File: config.mk
export PLATFORM = sky130hd
export DESIGN_NAME = yupferris_bitslam
export DESIGN_NICKNAME = d
export VERILOG_FILES = /design/src/rtl/yupferris_bitslam.sv
export SDC_FILE = /design/constraint.sdc
export NUM_CORES = 1
export LEC_CHECK = 0
export ABC_AREA = 1
export ABC_CLOCK_PERIOD_IN_PS = 5800
export CAP_MARGIN = 20
export CORE_MARGIN = 8
export CORE_UTILIZATION = 40
export CTS_BUF_LIST = sky130_fd_sc_hd__clkbuf_4 sky130_fd_sc_hd__clkbuf_8
export CTS_CLUSTER_DIAMETER = 80
export DETAILED_ROUTE_END_ITERATION = 6
export SYNTH_ARGS = -nofsm -noshare
export SYNTH_HDL_FRONTEND = slang
export SYNTH_SLANG_ARGS = --single-unit
File: constraint.sdc
create_clock -name io_in -period 5.8 [get_ports io_in]
set_input_delay 1.16 -clock io_in [delete_from_list [all_inputs] [get_ports io_in]]
set_output_delay 1.16 -clock io_in [all_outputs]
set_load 0.03 [all_outputs]
File: src/rtl/yupferris_bitslam.sv
// ---------------------------------------------------------------------------
// yupferris_bitslam
//
// Free-running hex counter and noise source behind an 8-bit pad interface.
// A prescaler divides the pad clock down so a 4-bit digit advances once
// every TICK_CYCLES rising edges. The digit is shown on a 7-segment display,
// and a 16-bit Galois LFSR provides a 1-bit noise stream.
//
// Parameters:
//   TICK_CYCLES  clock edges per digit increment (>= 1)
//   LFSR_SEED    LFSR value loaded on reset (must be nonzero)
//
// Ports:
//   io_in[0]    clk, all state updates on its rising edge
//   io_in[1]    rst, synchronous, active-high
//   io_in[7:2]  not used
//   io_out[6:0] segments, active-high, bit0 = a ... bit6 = g
//   io_out[7]   noise bit (lfsr[0])
// ---------------------------------------------------------------------------
module yupferris_bitslam #(
  parameter int          TICK_CYCLES = 1000,
  parameter logic [15:0] LFSR_SEED   = 16'hACE1
) (
  input  logic [7:0] io_in,
  output logic [7:0] io_out
);

  // A single-cycle tick still needs a 1-bit prescaler so the register and
  // the compare below stay well-formed.
  localparam int            PRE_W    = (TICK_CYCLES > 1) ? $clog2(TICK_CYCLES) : 1;
  localparam logic [PRE_W-1:0] PRE_LAST = PRE_W'(TICK_CYCLES - 1);

  // Galois feedback taps for a maximal-length 16-bit sequence.
  localparam logic [15:0] LFSR_TAPS = 16'hB400;

  logic             clk;
  logic             rst;
  logic [5:0]       unused_pads;

  logic [PRE_W-1:0] prescaler;
  logic [3:0]       digit;
  logic [15:0]      lfsr;
  logic [6:0]       segments;

  assign clk         = io_in[0];
  assign rst         = io_in[1];
  assign unused_pads = io_in[7:2];

  // Prescaler and digit counter. Reset has priority, so a reset landing on
  // the same edge as a prescaler wrap leaves the digit at zero.
  always_ff @(posedge clk) begin
    if (rst) begin
      prescaler <= '0;
      digit     <= 4'd0;
    end else if (prescaler == PRE_LAST) begin
      prescaler <= '0;
      digit     <= digit + 4'd1;
    end else begin
      prescaler <= prescaler + 1'b1;
    end
  end

  // Galois LFSR: shift right and fold the bit shifted out back into the
  // tap positions. A nonzero seed can never reach the all-zero state.
  always_ff @(posedge clk) begin
    if (rst) begin
      lfsr <= LFSR_SEED;
    end else begin
      lfsr <= (lfsr >> 1) ^ (lfsr[0] ? LFSR_TAPS : 16'h0000);
    end
  end

  // Hex to 7-segment decode straight from the registered digit, so the
  // display changes on the same edge the digit does. Bit order is gfedcba.
  always_comb begin
    segments = 7'h00;
    case (digit)
      4'h0: segments = 7'h3F;
      4'h1: segments = 7'h06;
      4'h2: segments = 7'h5B;
      4'h3: segments = 7'h4F;
      4'h4: segments = 7'h66;
      4'h5: segments = 7'h6D;
      4'h6: segments = 7'h7D;
      4'h7: segments = 7'h07;
      4'h8: segments = 7'h7F;
      4'h9: segments = 7'h6F;
      4'hA: segments = 7'h77;
      4'hB: segments = 7'h7C;
      4'hC: segments = 7'h39;
      4'hD: segments = 7'h5E;
      4'hE: segments = 7'h79;
      4'hF: segments = 7'h71;
      default: segments = 7'h00;
    endcase
  end

  assign io_out = {lfsr[0], segments};

endmodule

==> results of run 1 <==
==> metal layers <==
layer  track usage [%]  vias to the layer above  share of wire (%)
li1                  -                      730                  -
met1              7.96                      600                 44
met2              12.3                       31                 45
met3              15.6                       16                6.6
met4              21.6                        0                4.1
met5              2.50                        -                  0
==> logic make-up after synthesis <==
group	after synthesis	synth area share [%]
AO/OA/AOI/OAI	7	2.11
XOR/XNOR	4	2.11
flip-flops	37	44.6
adder cells (fa/ha/maj)	9	6.79
AND/OR/NAND/NOR	109	35.4
buffers and inverters	37	8.90
==> cells in the final DEF (no fill, tap or decap), drive strengths merged <==
cell type / netlist / layout
bufinv: 0 / 1
nand4: 12 / 12
nand2: 42 / 42
ha: 9 / 9
xnor2: 3 / 3
nor3b: 3 / 3
dfxtp: 37 / 37
nor3: 1 / 1
clkinvlp: 0 / 3
o21ai: 4 / 4
inv: 33 / 49
or2: 6 / 6
nand3: 20 / 20
clkbuf: 1 / 17
a21oi: 3 / 3
clkinv: 1 / 9
xor2: 1 / 1
nor2: 25 / 25
clkdlybuf4s50: 0 / 8
==> state kept, by name, summed over array words and instances, names as in the netlist <==
name / flops
segments: 7
digit: 4
lfsr: 16
prescaler: 10
==> per-stage QoR <==
stage / setup WS (ns) / std cells
after floorplan: 1.73 / 203
after global placement: 1.81 / 258
after detailed placement: 1.81 / 258
after CTS: 1.60 / 303
after global routing: 1.55 / 303
final: 1.66 / 303
==> power by group through the flow <==
| stage | registers, W | logic, W | clock network (W) |
|---|---|---|---|
| after floorplan | 0.000293 | 0.000000000102 | 0.000375 |
| after global placement | 0.000293 | 0.000000000124 | 0.000355 |
| after detailed placement | 0.000293 | 0.000000000124 | 0.000355 |
| after CTS | 0.000284 | 0.000000000124 | 0.00110 |
| after global routing | 0.000284 | 0.000000000124 | 0.00119 |
| final | 0.000284 | 0.000000000124 | 0.00105 |
==> cell type report <==
type	count	share of cell area, %
Inverter	22	3.76
Sequential cell	37	33.8
Clock buffer	17	10.4
Timing Repair Buffer	8	3.65
Multi-Input combinational cell	129	35.1
Tap cell	50	2.85
Clock inverter	40	10.5
==> synthesized netlist by cell type <==
library cell  number  area, µm²
nand3_4            3       52.6
a21oi_1            3       15.0
nand3_2            1       10.0
inv_2              3       11.3
buf_1              1       3.75
xnor2_1            3       26.3
nand3_1           16       80.1
dfxtp_1           37        741
inv_1             30        113
nor3_1             1       5.00
nor2_4             1       11.3
clkinv_4           1       8.76
or2_2              5       31.3
nand4_1           11       68.8
o21ai_1            1       5.00
nor2_8             1       20.0
nand2_2            3       18.8
buf_4              1       7.51
nand2_4            1       11.3
nand4_4            1       21.3
ha_1               9        113
nor2_1            23       86.3
or2_0              1       6.26
nor3b_1            3       22.5
clkbuf_1           1       3.75
xor2_1             1       8.76
o21ai_0            3       15.0
nand2_1           38        143
==> worst paths after layout <==
check,endpoint,startpoint
min,lfsr[3],io_in[1]
max,segments[3],io_in[1]
max reg2reg,segments[3],prescaler[0]
min reg2reg,lfsr[3],lfsr[4]
==> worst min-delay path, cell delays in order <==
cell and delay (ns):
clkbuf_8 0.11, clkbuf_8 0.12, clkbuf_8 0.12, nor2_1 0.04
==> results by group, run 1 <==
Power
  – Sw Share: 42.4%
  – Combinational Power Share: 0%
  – Net Sw Power: roughly 0.00056 W
  – Worst vdd ir: 0.345 mV
  – Int Pwr: 0.000766 W
  – Sequential share of power: a little over a fifth
  – Pleak: 0.896 nW
  – Clock power frac: 78.6%
  – Total power: between 0.001 and 0.0015 W
  – Pwr/cell area: 606 mW/mm²

Synth
  – Seq/Total Area, Yosys: between 40% and 50%
  – #FFs+latches synth: 37
  – Syn Area/Cell: 8.17 µm²
  – Yosys warnings: 0
  – Syn Std Cell Area: 0.00166 mm²
  – Netlist cell types: 28
  – Syn Inst Count: just over 200
  – Syn Nets: 220

STA
  – Rel. slew slack: 75.0%
  – Hold Fails Final Rpt: 0
  – Clock skew: 0.00773 ns
  – Post-route setup TNS: 0 ns
  – Final setup vio count: 0
  – Least-Margin Pin Slew: 0.375 ns
  – Max-slew violations: 0
  – RSZ-0062 raised after global routing: false
  – WHS: 0.124 ns

Setup path
  – Crit Path Class: clk2reg
  – Reg2Reg Depth: 11
  – Slowest stage delay, CP: 0.40 ns
  – CP Max Fanout: 9
  – Cells along the critical path: clkbuf_8 > clkbuf_8 > clkbuf_8 > inv_2 > nand3_1 > ha_1 > inv_1 > nand4_1 > nand3_1 > nand2_1
  – Required time worst endpoint: 5.99 ns
  – Max stage delay cell, worst path: ha_1
  – Cell family with most CP delay: simple AND/OR/NAND/NOR gates
  – Worst setup SP type: clock port
  – Buf/Inv on CP: 5
  – WP data arrival: around 4.3 ns
  – CP Capture Type: flop
  – Critical path's most frequent cell: clkbuf_8
  – R2r setup slk: roughly 3.6 ns
  – Critical path depth: 10

Drt
  – Wire per inst: 10.6 µm
  – DRC: 0
  – Final WL: 3200 µm
  – Via-per-instance ratio: 4.54
  – Post-route ant nets: 0
  – DR pass1 iterations: 4
  – DR iter-0 viols: 77
  – Via count: ~1400

Global route
  – Total gr overflow: 0
  – Initial antenna violation count: 0
  – All-layer global routing usage: 12.4%
  – First-pass GRT wire length: 5750 µm
  – Vias in the first global route: roughly 1900
  – Largest net degree at the start of global routing: 16

Layout
  – Layout Utilization: 54.9%
  – Fillers: ~380
  – Post-layout net count: 266
  – Fin area: 0.00219 mm²
  – Area of all sequential standard cells: 741 µm²
  – Number of diodes: 0
  – Layout cells sized above 1: 24.5%
  – Multi-input logic area: 771 µm²
  – Area growth from synthesis to layout: 32.3%

Worst hold path
  – Worst hold stages: 4
  – Hold crit path type: clk2reg

Clock network
  – Worst skew pair latency: 0.29 ns
  – Clock-pin slew on the worst setup and hold paths: ~0.080 ns
  – Hold buffer count at cts: 0
  – CTS tree: yes
  – Sinks on Clock Net: 37
  – PostCTS Resize Cnt: 0
  – Setup Buffers After CTS: 0

Floorplanning
  – Die width: 80.4 µm
  – Core area: between 0.004 and 0.005 mm²
  – Initial Utilization: 41.5%
  – Die Span Y: between 80 and 90 µm
  – FP Rows: 23
  – I/O pin total: 16
  – Die area: 0.00646 mm²

Place
  – Port-buffer cells: 8
  – GP Congestion: 0.754
  – Cell area after placement: 0.00179 mm²
  – Post-detail-place hpwl: 1960 µm

Status
  – Status: completed

Job
  – MaxCap Viol Count: 0
Note: power is estimated with default switching activity, not from simulation.
==> inputs of run 2 (changes only) <==
Settings changed: ABC_CLOCK_PERIOD_IN_PS 5800 to 3400.
Clock period 5.8 ns to 3.4 ns, I/O delays scaled along.
==> results by group, run 2 (synthesized netlist as in run 1, its figures left out) <==
Layout
  – Area growth from synthesis to layout: 32.4%
  – Number of diodes: 0
  – Post-layout net count: between 200 and 300
  – Max FFs per register: 16
  – Most frequent cells in the layout: 38 x nand2_1, 37 x dfxtp_1, 33 x inv_1
  – Fillers: 373
  – Multi-input logic area: roughly 770 µm²
  – Commonest non-fill, non-tap cell in the layout: nand2_1
  – Layout Utilization: 54.9%
  – Biggest register: lfsr
  – Layout cells sized above 1: 24.5%
  – Area of all sequential standard cells: 741 µm²

STA
  – RSZ-0062 raised after global routing: false
  – Final setup vio count: 0
  – Max-slew violations: 0
  – Post-route setup TNS: 0 ns
  – Least-Margin Pin Slew: 0.383 ns
  – Clock skew: approximately 0.0082 ns
  – Hold Fails Final Rpt: 0
  – Rel. slew slack: 74.4%

Drt
  – Wire per inst: about 11 µm
  – Final WL: 3380 µm
  – DR pass1 iterations: 5
  – DRC: 0
  – Via count: 1443
  – DR iter-0 viols: 71
  – Post-route ant nets: 0
  – Via-per-instance ratio: 4.76

Place
  – Post-detail-place hpwl: 1990 µm
  – Port-buffer cells: 8
  – GP Congestion: 0.787

Clock network
  – PostCTS Resize Cnt: 0
  – Hold buffer count at cts: 0
  – Sinks on Clock Net: 37
  – CTS tree: yes
  – Setup Buffers After CTS: 0
  – Worst skew pair latency: 0.29 ns
  – Clock-pin slew on the worst setup and hold paths: 0.08 ns

Global route
  – Initial antenna violation count: 0
  – Vias in the first global route: 2020
  – Total gr overflow: 0
  – First-pass GRT wire length: 6130 µm
  – All-layer global routing usage: 13.0%
  – Largest net degree at the start of global routing: 16

Floorplanning
  – Core area: ~0.004 mm²
  – FP Rows: 23
  – Initial Utilization: around two fifths
  – Die Span Y: slightly above 80 µm
  – Die width: slightly above 80 µm
  – I/O pin total: 16
  – Die area: 0.00646 mm²

Setup path
  – CP Max Fanout: 9
  – Required time worst endpoint: 3.59 ns
  – Worst setup SP type: clock port
  – WP data arrival: roughly 3.2 ns
  – CP Capture Type: flop
  – Crit Path Class: clk2reg

Worst hold path
  – Hold crit path type: clk2reg

Job
  – MaxCap Viol Count: 0

Power
  – Pleak: 0.900 nW
  – Pwr/cell area: 1040 mW/mm²
  – Combinational Power Share: 0%
  – Net Sw Power: 0.000977 W
  – Sw Share: 42.6%
  – Worst vdd ir: around 0.67 mV
  – Clock power frac: 78.9%
  – Int Pwr: 0.00132 W
  – Sequential share of power: between 20% and 30%

Status
  – Status: completed
[run 2: cell count changes in the layout (fill, tap and decap cells not counted), sizes merged]
| cell | before | now |
|---|---|---|
| clkbuf | 17 | 18 |
| clkinvlp | 3 | 2 |
[run 2: area by class of cell]
type | instances | share of cell area [%]
clock buffer | 18 | 10.7
clock inverter | 39 | 10.3
inverter | 22 | 3.76
multi-input combinational | 129 | 35.1
sequential | 37 | 33.7
tap | 50 | 2.85
timing repair buffer | 8 | 3.64
[run 2: worst max-delay path, stage by stage]
cell	delay, ns
clkbuf_8	0.11
clkbuf_8	0.13
clkbuf_8	0.16
inv_2	0.05
nand3_1	0.29
ha_1	0.34
inv_1	0.08
nand4_1	0.15
nand3_1	0.12
nand2_1	0.05
[run 2: metrics by stage]
stage / cells / instance area, µm² / hold slack [ns] / setup WS (ns) / total power [W]
after global routing: 303 / 2200 / 0.121 / 0.251 / 0.00256
after detailed placement: 258 / 1790 / 0.0712 / 0.606 / 0.00110
after CTS: 303 / 2200 / 0.122 / 0.297 / 0.00239
after global placement: 258 / 1790 / 0.0713 / 0.606 / 0.00110
after floorplan: 203 / 1660 / 0.107 / 0.526 / 0.00114
final: 303 / 2200 / 0.118 / 0.401 / 0.00230
[run 2: final timing paths]
check / startpoint / end / slack (ns) / cells after the start
worst max-delay path: io_in[1] / segments[1] / 0.40 / 10
worst min-delay path: io_in[1] / lfsr[14] / 0.12 / 4
worst max register to register: prescaler[0] / segments[1] / 1.15 / 11
worst min register to register: lfsr[5] / lfsr[4] / 0.41 / 2
[run 2: metal layers]
layer / track usage (%) / up-vias / routed length (µm)
li1: - / 737 / -
met5: 2.50 / - / 0
met2: 12.6 / 29 / 1650
met1: 7.42 / 670 / 1430
met4: 24.0 / 0 / 64
met3: 17.6 / 7 / 239
[run 2: power groups by stage]
stage	sequential, W	clock [W]	combinational, W
CTS	0.000484	0.00191	0.000000000124
global route	0.000484	0.00207	0.000000000124
finish	0.000484	0.00181	0.000000000124
detailed placement	0.000499	0.000605	0.000000000124
global placement	0.000499	0.000605	0.000000000124
floorplan	0.000499	0.000641	0.000000000102
